==> config.mk <==
export PLATFORM = sky130hd
export DESIGN_NAME = ram_arbiter_2p
export DESIGN_NICKNAME = d
export VERILOG_FILES = /design/src/rtl/ram_arb_pkg.sv /design/src/rtl/rr_arb2.sv /design/src/rtl/ram_arbiter_2p.sv
export SDC_FILE = /design/constraint.sdc
export NUM_CORES = 1
export LEC_CHECK = 0
export ABC_AREA = 1
export CORE_AREA = 4 4 95 97
export CTS_CLUSTER_DIAMETER = 60
export CTS_CLUSTER_SIZE = 12
export DETAILED_ROUTE_END_ITERATION = 16
export DIE_AREA = 0 0 99 101
export GPL_TIMING_DRIVEN = 0
export PLACE_DENSITY = 0.75
export SLEW_MARGIN = 25
export SYNTH_ARGS = -nofsm -noshare
export SYNTH_HDL_FRONTEND = slang
export SYNTH_SLANG_ARGS = --single-unit
==> constraint.sdc <==
create_clock -name CLK -period 1.7 [get_ports CLK]
set_clock_uncertainty 0.15 [all_clocks]
set_input_delay 0.255 -clock CLK [delete_from_list [all_inputs] [get_ports CLK]]
set_output_delay 0.255 -clock CLK [all_outputs]
set_load 0.03 [all_outputs]
==> src/rtl/ram_arb_pkg.sv <==
// Shared types and default sizes for the two-port RAM arbiter.
package ram_arb_pkg;

  localparam int AW_DEF = 12;
  localparam int DW_DEF = 32;

  typedef enum logic {
    INIT = 1'b0,
    RUN  = 1'b1
  } state_e;

  typedef struct packed {
    logic valid;
    logic port;
  } rd_owner_t;

endpackage

==> src/rtl/rr_arb2.sv <==
// Two-way round-robin arbiter: one-hot combinational grant, favouring the port not granted last.
module rr_arb2
  import ram_arb_pkg::*;
(
  input  logic       CLK,
  input  logic       RESETn,
  input  logic       en_i,
  input  logic [1:0] req_i,
  output logic [1:0] gnt_o
);

  logic last_q;

  always_comb begin
    gnt_o = 2'b00;
    if (en_i) begin
      unique case (req_i)
        2'b01:   gnt_o = 2'b01;
        2'b10:   gnt_o = 2'b10;
        2'b11:   gnt_o = last_q ? 2'b01 : 2'b10;
        default: gnt_o = 2'b00;
      endcase
    end
  end

  // Reset value 1 makes port 0 win the first contention.
  always_ff @(posedge CLK or negedge RESETn) begin
    if (!RESETn) begin
      last_q <= 1'b1;
    end else if (gnt_o != 2'b00) begin
      last_q <= gnt_o[1];
    end
  end

endmodule

==> src/rtl/ram_arbiter_2p.sv <==
// Shares one single-port synchronous RAM between two requesters with round-robin arbitration
// and an optional post-reset zero fill. Define RAM_ARB_STATS_EN to add grant/conflict counters.
module ram_arbiter_2p
  import ram_arb_pkg::*;
#(
  parameter int AW        = AW_DEF,
  parameter int DW        = DW_DEF,
  parameter bit INIT_ZERO = 1'b1
) (
  input  logic            CLK,
  input  logic            RESETn,
  input  logic            p0_req,
  input  logic [DW/8-1:0] p0_we,
  input  logic [AW-1:0]   p0_addr,
  input  logic [DW-1:0]   p0_wdata,
  input  logic            p1_req,
  input  logic [DW/8-1:0] p1_we,
  input  logic [AW-1:0]   p1_addr,
  input  logic [DW-1:0]   p1_wdata,
  output logic            p0_gnt,
  output logic            p0_rvalid,
  output logic [DW-1:0]   p0_rdata,
  output logic            p1_gnt,
  output logic            p1_rvalid,
  output logic [DW-1:0]   p1_rdata,
  output logic            ram_en,
  output logic [DW/8-1:0] ram_we,
  output logic [AW-1:0]   ram_a,
  output logic [DW-1:0]   ram_di,
  input  logic [DW-1:0]   ram_do,
`ifdef RAM_ARB_STATS_EN
  input  logic            stat_clr,
  output logic [15:0]     stat_gnt0,
  output logic [15:0]     stat_gnt1,
  output logic [15:0]     stat_conflict,
`endif
  output logic            init_done
);

  localparam int BW = DW / 8;

  state_e        state_q;
  logic [AW-1:0] init_cnt_q;
  logic          init_done_q;
  rd_owner_t     rd_owner_q;
  logic          run;
  logic [1:0]    gnt;
  logic          en_c;
  logic [BW-1:0] we_c;
  logic [AW-1:0] a_c;
  logic [DW-1:0] di_c;

  assign run = (state_q == RUN);

  rr_arb2 u_arb (
    .CLK    (CLK),
    .RESETn (RESETn),
    .en_i   (run),
    .req_i  ({p1_req, p0_req}),
    .gnt_o  (gnt)
  );

  always_ff @(posedge CLK or negedge RESETn) begin
    if (!RESETn) begin
      state_q     <= INIT_ZERO ? INIT : RUN;
      init_cnt_q  <= '0;
      init_done_q <= !INIT_ZERO;
    end else if (state_q == INIT) begin
      init_cnt_q <= init_cnt_q + AW'(1);
      if (&init_cnt_q) begin
        state_q     <= RUN;
        init_done_q <= 1'b1;
      end
    end
  end

  always_comb begin
    en_c = 1'b0;
    we_c = '0;
    a_c  = '0;
    di_c = '0;
    if (!run) begin
      en_c = 1'b1;
      we_c = '1;
      a_c  = init_cnt_q;
    end else if (gnt[0]) begin
      en_c = 1'b1;
      we_c = p0_we;
      a_c  = p0_addr;
      di_c = p0_wdata;
    end else if (gnt[1]) begin
      en_c = 1'b1;
      we_c = p1_we;
      a_c  = p1_addr;
      di_c = p1_wdata;
    end
  end

  // Only reads leave an owner behind; writes complete with their grant.
  always_ff @(posedge CLK or negedge RESETn) begin
    if (!RESETn) begin
      rd_owner_q <= '0;
    end else begin
      rd_owner_q.valid <= run && (gnt != 2'b00) && (we_c == '0);
      rd_owner_q.port  <= gnt[1];
    end
  end

  // The INIT drive is state-derived, so gate every output while reset is held.
  assign ram_en    = RESETn & en_c;
  assign ram_we    = RESETn ? we_c : '0;
  assign ram_a     = RESETn ? a_c : '0;
  assign ram_di    = RESETn ? di_c : '0;
  assign p0_gnt    = RESETn & gnt[0];
  assign p1_gnt    = RESETn & gnt[1];
  assign p0_rvalid = rd_owner_q.valid & ~rd_owner_q.port;
  assign p1_rvalid = rd_owner_q.valid & rd_owner_q.port;
  assign p0_rdata  = p0_rvalid ? ram_do : '0;
  assign p1_rdata  = p1_rvalid ? ram_do : '0;
  assign init_done = RESETn & init_done_q;

`ifdef RAM_ARB_STATS_EN
  logic [15:0] st_g0_q, st_g1_q, st_cf_q;

  always_ff @(posedge CLK or negedge RESETn) begin
    if (!RESETn) begin
      st_g0_q <= '0;
      st_g1_q <= '0;
      st_cf_q <= '0;
    end else if (stat_clr) begin
      st_g0_q <= '0;
      st_g1_q <= '0;
      st_cf_q <= '0;
    end else begin
      if (gnt[0] && st_g0_q != 16'hFFFF) st_g0_q <= st_g0_q + 16'd1;
      if (gnt[1] && st_g1_q != 16'hFFFF) st_g1_q <= st_g1_q + 16'd1;
      if (run && p0_req && p1_req && st_cf_q != 16'hFFFF) st_cf_q <= st_cf_q + 16'd1;
    end
  end

  assign stat_gnt0     = st_g0_q;
  assign stat_gnt1     = st_g1_q;
  assign stat_conflict = st_cf_q;
`endif

endmodule

======== Word level (Yosys, flattened, before mapping) ========
Index checks and enable logic that the tools add are counted.
storage, ports and cells
  output and inout bits ................... 118
  logic and storage cells ................. 46
  bits in registers ....................... 17
  input port bits ......................... 132
cells by class
  add/subtract/negate cells ............... 1
  equal/unequal tests ..................... 3
  multiplexer cells ....................... 22
  bitwise logic cells ..................... 8
  reductions and logical operators ........ 6
operators by type and width
  kind                                                  count
  two-way mux 32 bit                                    6
  two-way mux 12 bit                                    4
  two-way mux 4 bit                                     4
  AND reduction 13 bit                                  1
  adder 12 x 1 -> 12 bit (second input constant)        1
  AND reduction 12 bit                                  1
  AND 1 bit                                             6
  one-hot mux 2 bit (3 select lines)                    1
  two-way mux 1 bit                                     5
  equality test 2 bit (second input constant)           2
  logical NOT 4 bit                                     1
  two-way mux 2 bit                                     2
  equality test 2 x 1 -> 1 bit (second input constant)  1
  logical AND 1 bit                                     2
  NOT 1 bit                                             2
  nonzero test 2 bit                                    1

======== Logic depth before layout (Yosys ltp) ========
  word-level depth ........................ 8
  depth in mapped cells ................... 10
  gate-level depth less buffers ........... 8

======== By module ========
From an unflattened synthesis, not the netlist that was laid out.
second synthesis, totals
  cells, all modules ...................... 354
  area total of the unflattened synthesis .. 2,023.2 µm²
by module, submodules not included
  module          instances  cells each  area an instance (µm²)  seq. area each (µm²)
  ram_arbiter_2p  1          343         1,958.1                 400.4
  rr_arb2         1          11          65.1                    26.3

======== Worst setup path after synthesis ========
No wires, ideal clock.
  kind .................................... reg-to-output
  from .................................... register rd_owner_q[0] (netlist name)
  to ...................................... output port p0_rdata[10]
  buffers on the path ..................... 1
  cell stages (with the launch flop) ...... 5
  path slack .............................. -0.343 ns
  arrival ................................. 1.638 ns
  required time ........................... 1.295 ns
  cell sequence ........................... dfrtp_1 nor2_1 inv_1 clkbuf_1 nor2_1
on the way
  word-level cells in the longest chain between the ends .. 3
RTL lines
  what                RTL line               RTL
  from (decl)         ram_arbiter_2p.sv:45   rd_owner_t rd_owner_q;
  NOT 1 bit           ram_arbiter_2p.sv:116  assign p0_rvalid = rd_owner_q.valid & ~rd_owner_q.port;
  AND 1 bit           ram_arbiter_2p.sv:116
  via p0_rvalid       ram_arbiter_2p.sv:21   output logic p0_rvalid,
  two-way mux 32 bit  ram_arbiter_2p.sv:118  assign p0_rdata = p0_rvalid ? ram_do : '0;
  to (decl)           ram_arbiter_2p.sv:22   output logic [DW-1:0] p0_rdata,
The timed path passes the listed nets, and every way through them passes these cells.

======== Final worst setup path ========
  from .................................... register u_arb.last_q
  to ...................................... output port ram_di[19]
on the way
  word-level cells in the longest chain between the ends .. 7
RTL lines
  what                                  RTL line               RTL
  from (decl)                           rr_arb2.sv:12          logic last_q;
  from (signal assigned)                rr_arb2.sv:31          last_q <= gnt_o[1];
  two-way mux 2 bit *                   rr_arb2.sv:20          2'b11: gnt_o = last_q ? 2'b01 : 2'b10;
  one-hot mux 2 bit (3 select lines) *  rr_arb2.sv:17          unique case (req_i)
  two-way mux 2 bit *                   rr_arb2.sv:16          if (en_i) begin
  two-way mux 32 bit                    ram_arbiter_2p.sv:91   end else if (gnt[1]) begin
  two-way mux 32 bit *                  ram_arbiter_2p.sv:86   end else if (gnt[0]) begin
  two-way mux 32 bit *                  ram_arbiter_2p.sv:82   if (!run) begin
  two-way mux 32 bit *                  ram_arbiter_2p.sv:113  assign ram_di = RESETn ? di_c : '0;
  to (decl)                             ram_arbiter_2p.sv:29   output logic [DW-1:0] ram_di,
Mark *: on every way between the ends. The rest lies on a longest branch, timed or not.

==> run summary <==
The die is 99 µm wide. The wire length on met3 is 1240 µm. The number of enable flip-flop cells after synthesis came out at 0. The gate count after technology mapping is 403. For this run, the leading register cell type out of synthesis is sky130_fd_sc_hd__dfrtp_1. The startpoint of the most critical register-to-register path is u_arb.last_q$_DFFE_PN1P_. The final layout net count is 831. The total buffers and inverters traversed by the critical path came out at 3. The final routed DRC violation total came out at 0. Compared with the post-synthesis result, the final layout area differs by 223%.

The worst path arrival time is 1.72 ns. The total I/O pin count came out at 250. The largest single stage delay on the critical path is 0.39 ns. The transition at the pin with the smallest max-transition slack came out at 0.810 ns. In this run the cell area of the synthesized design comes to 0.00212 mm². The worst hold path class is reg -> reg.

The number of fillers in the final layout came out at 419. Hold is met by 0.355 ns. Traced cell by cell, the critical path runs through nand2_2 -> nand2_4 -> nor2_4 -> buf_8 -> buf_8 -> nand2_4 -> a21oi_4 -> buf_6. The area fraction in compound gates after synthesis is 0.134. Leaving out filler cells and counting taps, the final layout contains 803. Yosys attributes the largest share of cell area to sky130_fd_sc_hd__nand2_1 20%, sky130_fd_sc_hd__dfrtp_1 19%, sky130_fd_sc_hd__nor2_1 15%.

The final design instance area without fill came out at 0.00686 mm². The half-perimeter wire length of the detailed placement result is 10,600 µm. The most critical setup path has its startpoint at u_arb.last_q$_DFFE_PN1P_. The remaining max-slew budget at the tightest pin came out at 0.459. The top metal layer carrying routed signals is met5.

TritonCTS built the clock tree. The setup slack after placement came out at -2.07 ns. The portion of total power attributed to sequential cells came out at 0.321.

No sink is reached through more buffers than the 2 on the longest clock path. The number of maximum-capacitance constraint violations is 0. The share of the synthesized netlist area taken by xor and xnor gates came out at 0.0371.

In this run the clock root is driven by a sky130_fd_sc_hd__clkbuf_8. The detailed route wirelength on metal2 is 9120 µm. The flow ran to the end, but the final reports show violations. The largest voltage drop on the vdd net came out at 0.000223 V. The placed instance area came out at 0.00543 mm². The fraction of the yosys area taken by sequential cells is 0.201.

In the routed layout, each cell is associated on average with a via count of 4.91. In this run the core area contains 33 standard-cell rows. The library cell used most frequently in the layout, excluding fill and tap cells, is sky130_fd_sc_hd__clkdlybuf4s50_1. The slowest stage of the critical path belongs to the cell sky130_fd_sc_hd__dfstp_2.

The wire length the detailed router placed on met1 came out at 5720 µm. The routed layout has 3,944 vias. The detailed-router iteration count before antenna repair came out at 4. The count of H-tree levels built during CTS came out at 1. The data required time at the worst endpoint came out at 1.29 ns.

The fraction of synthesized area in multiplexers is 0. The final reports fail on setup timing. The area of the die is 0.0100 mm². The sum of routed wire length over all layers is 16,600 µm. On the critical path the largest part of the delay comes from buffers and inverters. Clock-pin slew was measured on the worst setup and hold paths at 0.07 ns. Setup repair after global routing could not meet its margin everywhere. The smallest clock period supported by the final layout is computed as 2.13 ns. The simple-gate area share of the yosys netlist is 0.419. The launching element type of the critical path is a flip-flop. The number of buffer cells added on primary ports came out at 249. The share of the clock period used by the worst path after layout is 1.25.

Setup slack on the critical path of the routed design comes to -0.428 ns. The tree built by TritonCTS fans out to 17 sinks. The power density of the placed cells came out at 184 mW/mm². The total area inside the core boundary comes to 0.00813 mm². The via count of the first global-routing pass came out at 3,877.

The main combinational cell family by area after synthesis is simple AND/OR/NAND/NOR gates. Of the total synthesized cell area, the portion taken by full adders, half adders and majority gates is 0.00589. Entering global routing, the biggest net connects 18 pins. Of the cells placed in the final design, the portion with a size suffix greater than 1 is 0.531.

The reported net switching power is 0.384 mW. The number of nets in the synthesized netlist is 536. The number of antenna violations at the first check in global routing was 2. The number of warnings printed during yosys synthesis is 0. The clock insertion delay at the later pin of the skew report came out at 0.25 ns. Of the total power, the share spent switching nets is 0.305. The total setup violations reported at the end of the flow is 113. The number of different library cells used by synthesis comes to 28. The first routing iteration left 80 violations. The effective utilization at floorplan is 0.261.

TritonCTS created 3 clock buffers. The final antenna-violating net count came out at 0. The part of the power in the clock network is 0.241.

The final-report max-slew violation count was 0. The worst setup path is captured at a primary output. The wire length per cell after detailed routing came out at 20.6 µm.

The die span in y came out at 101 µm. The first-pass GRT wire length is 21,100 µm. The share of the synthesized area in the top cell type is 0.200.

The category of the most critical setup path is reg -> out. The leakage power of the design is 3.02 nW. The fraction of registers with async set or reset after synthesis is 1.00. The internal power of the cells is 0.876 mW. The number of cells after detailed placement came out at 757. The global router's overall resource usage is 0.265. The library cells used most frequently in the layout, excluding fill and tap cells, are 128 x sky130_fd_sc_hd__clkdlybuf4s50_1, 126 x sky130_fd_sc_hd__buf_6, 71 x sky130_fd_sc_hd__inv_1. The part of the total power dissipated in combinational logic is 0.438. The synthesized area per cell came out at 5.27 µm². The cell type contributing the most total cell area after synthesis is sky130_fd_sc_hd__nand2_1. The critical hold path startpoint is init_done_q$_DFFE_PN0P_. The total global routing overflow is 0.

The top achievable clock speed came out at 0.470 GHz. The count of final hold-check violations is 0. Synthesis inferred 17 register bits. The highest fanout seen on the critical path came out at 5. The global placement routability congestion came out at 0.966.
==> layout make-up <==
class / instances / area [µm²] / area share
plain buffers: 21 / 280 / 0.0409
well taps: 105 / 131 / 0.0192
repair buffers: 290 / 3110 / 0.453
clock inverters: 1 / 5.00 / 0.000730
inverters: 79 / 322 / 0.0469
clock buffers: 3 / 41.3 / 0.00602
multi-input cells: 286 / 2540 / 0.371
diodes: 1 / 2.50 / 0.000365
flip-flops and latches: 17 / 428 / 0.0624
==> kinds of logic after synthesis <==
family | count (synthesis)
fa+ha+maj | 1
simple gates | 222
xor+xnor | 9
compound gates | 53
buf+inv | 101
flops | 17
==> cell usage after synthesis, types with 4 or more instances <==
cell type,number
sky130_fd_sc_hd__o22ai_1,4
sky130_fd_sc_hd__nor2_1,83
sky130_fd_sc_hd__nand3_1,14
sky130_fd_sc_hd__a31oi_1,5
sky130_fd_sc_hd__o21ai_0,9
sky130_fd_sc_hd__a21oi_1,32
sky130_fd_sc_hd__clkbuf_1,10
sky130_fd_sc_hd__dfrtp_1,16
sky130_fd_sc_hd__inv_1,76
sky130_fd_sc_hd__nand2_1,113
sky130_fd_sc_hd__buf_6,5
sky130_fd_sc_hd__xor2_1,7
==> timing repair <==
| action | in CTS | in global routing |
|---|---|---|
| buffers inserted | 23 | 10 |
| endpoints found under the hold margin | 17 | 0 |
| hold buffers | 1 | 0 |
| resized for setup | 879 | 218 |
| gates cloned | 7 | 4 |
| endpoints found under the setup margin | 118 | 117 |
| pin swaps | 14 | 14 |
==> layer usage <==
metal,vias to the layer above,GRT usage
met1,1907,0.284
met5,-,0
met2,200,0.514
li1,1801,-
met4,2,0.0567
met3,34,0.0720
==> worst register-to-register path, delay by kind of cell (launching register included) <==
kind,cells,cell delay [ns]
buf+inv,4,0.39
flops,1,0.57
simple gates,6,0.45
==> power groups by stage <==
stage,combinational [mW],sequential (mW),clock [mW]
6_report,0.551,0.404,0.304
5_1_grt,0.577,0.404,0.321
4_1_cts,0.503,0.405,0.306
3_5_place_dp,0.470,0.412,0
3_3_place_gp,0.465,0.412,0
2_1_floorplan,0.121,0.412,0
==> metrics by stage <==
stage / total power, mW / setup TNS [ns] / utilization
floorplan: 0.533 / -0.0809 / -
finish: 1.26 / -23.87 / 0.843
CTS: 1.21 / -19.18 / 0.762
global route: 1.30 / -29.27 / 0.843
global placement: 0.877 / -110.35 / 0.667
detailed placement: 0.882 / -111.69 / 0.667
==> state kept, by name (all words and copies together) (netlist names) <==
signal	count
init_cnt_q	12
init_done_q	1
rd_owner_q	2
run	1
u_arb.last_q	1
==> path summary, 6_finish.rpt <==
path | to | slack, ns | depth (start not counted)
worst min register to register | init_done_q$_DFFE_PN0P_ | 0.35 | 1
worst max register to register | rd_owner_q[1]$_DFF_PN0_ | 0.07 | 10
min in group asynchronous | init_cnt_q[1]$_DFFE_PN0N_ | 0.54 | 2
worst max-delay path | ram_di[19] | -0.43 | 8
max in group asynchronous | rd_owner_q[0]$_DFF_PN0_ | 0.30 | 2
worst min-delay path | init_done_q$_DFFE_PN0P_ | 0.35 | 1
Note: power is estimated with default switching activity, not from simulation.
==> patch, RTL diff (config.mk and constraints unchanged) <==
The parameter `INIT_ZERO` goes from 1'b1 to 1'b0.
--- a/src/rtl/ram_arbiter_2p.sv
+++ b/src/rtl/ram_arbiter_2p.sv
@@ -5,7 +5,7 @@
 #(
   parameter int AW        = AW_DEF,
   parameter int DW        = DW_DEF,
-  parameter bit INIT_ZERO = 1'b1
+  parameter bit INIT_ZERO = 1'b0
 ) (
   input  logic            CLK,
   input  logic            RESETn,
Function: changed (Yosys sat finds a counterexample within 4 cycles, from zero or initial values and one cycle with RESETn low).
==> patch against the original RTL <==
  * The flow still finishes with violations (setup timing)
  * Maximum frequency is 4.0% lower
  * Combinational power decreased by 3%
  * Utilization shrank 3.0 points
  * Power decreased by 0.92%
  * Synthesized area shrank 4.8%
  * Register-to-register slack gained 0.06 ns
  * Sequential cell count fell by 1
  * Cell count fell by 2.2%
  * Design area fell by 3.6%
  * Sequential share of layout area shrank 0.13 points
  * Wire length down 6.9%
  * Worst setup slack got worse by 0.090 ns
==> patch: results (changes against the original RTL) <==
status = finished, violations left
failing checks = setup timing
GP Congestion = 0.940 (-2.8%)
metal3 WL = 797 um (-36%)
Placed Instances = 738 (-2.5%)
DR WL/cell = 19.6 um (-4.8%)
pre-CTS setup slack = -2.02 ns (+0.0497 ns)
estimated wirelength of the detail-placed design = 10100 um (-5.1%)
Worst Min Path Start = init_cnt_q[9]$_DFFE_PN0N_
Final Setup Violations = 98 (-13%)
Critical R2R Launch = run$_DFF_PN1_
DR iter-0 viols = 98 (+23%)
met1 Resource Use GR = 27.3% (-1.1 points)
Worst path top cell family by delay = flip-flops
complex-gate fraction of the synthesized area = 13.4% (about the same)
vias in the first global route = 3667 (-5.4%)
share of cells above drive strength 1 = 52.7% (-0.36 points)
area of the multi-input gates = 2410 um^2 (-5.1%)
area share of fa/ha/maj cells after synthesis = 0.619% (+0.030 points)
Mapped Cells = 384 (-4.7%)
Worst VDD drop = 0.516 mV (+130%)
xor and xnor fraction of the mapped netlist area = 3.90% (+0.19 points)
DR vias/cell = 4.76 (-3.1%)
sequential element share of the synthesized area = 19.9% (-0.16 points)
worst hold slack = 0.389 ns (+0.0338 ns)
Net count, final = 813 (-2.2%)
flop-to-flop setup slack = 0.13 ns (+0.06 ns)
Synth Net Count = 517 (-3.5%)
Seq group = 381 uW (-5.7%)
distinct cell type count after synthesis = 25 (-11%)
Non-Filler Instances = 785 (-2.2%)
Comb. pwr = 534 uW (-3%)
largest net degree at the start of global routing = 17 (-1)
first-pass GRT wire length = 19700 um (-6.7%)
Final WS setup = -0.517 ns (-0.0897 ns)
Overall Global Routing Usage = 25.0% (-1.5 points)
leak pwr = 2.87 nW (-4.9%)
CP arrival = 1.81 ns (+0.09 ns)
synth cell count leaders = nand2_1, nor2_1, inv_1, a21oi_1, dfrtp_1
setup TNS = -25.86 ns (-1.99 ns)
-- patch: final timing paths --
kind	end	depth (start not counted)
worst max-delay path	ram_di[3]	7
worst min-delay path	init_cnt_q[9]$_DFFE_PN0N_	1
worst max register to register	rd_owner_q[1]$_DFF_PN0_	8
worst min register to register	init_cnt_q[9]$_DFFE_PN0N_	1
max in group asynchronous	rd_owner_q[0]$_DFF_PN0_	2
min in group asynchronous	init_cnt_q[0]$_DFFE_PN0N_	2
-- patch: final cells by class --
class	count	share of cell area [%]
antenna	1	0.0378
inverter	60	3.78
tap	105	1.99
sequential	16	6.11
clock buffer	4	0.833
timing repair buffer	292	46.8
multi-input combinational	287	36.5
timing repair inverter	1	0.170
buffer	19	3.75
-- patch: repair_timing --
item,CTS,global route
cloned,7,4
pin swaps,9,24
gates resized for setup,896,152
buffers inserted,22,17
setup endpoints to repair,118,115
hold endpoints to repair,16,0
hold buffers,1,0
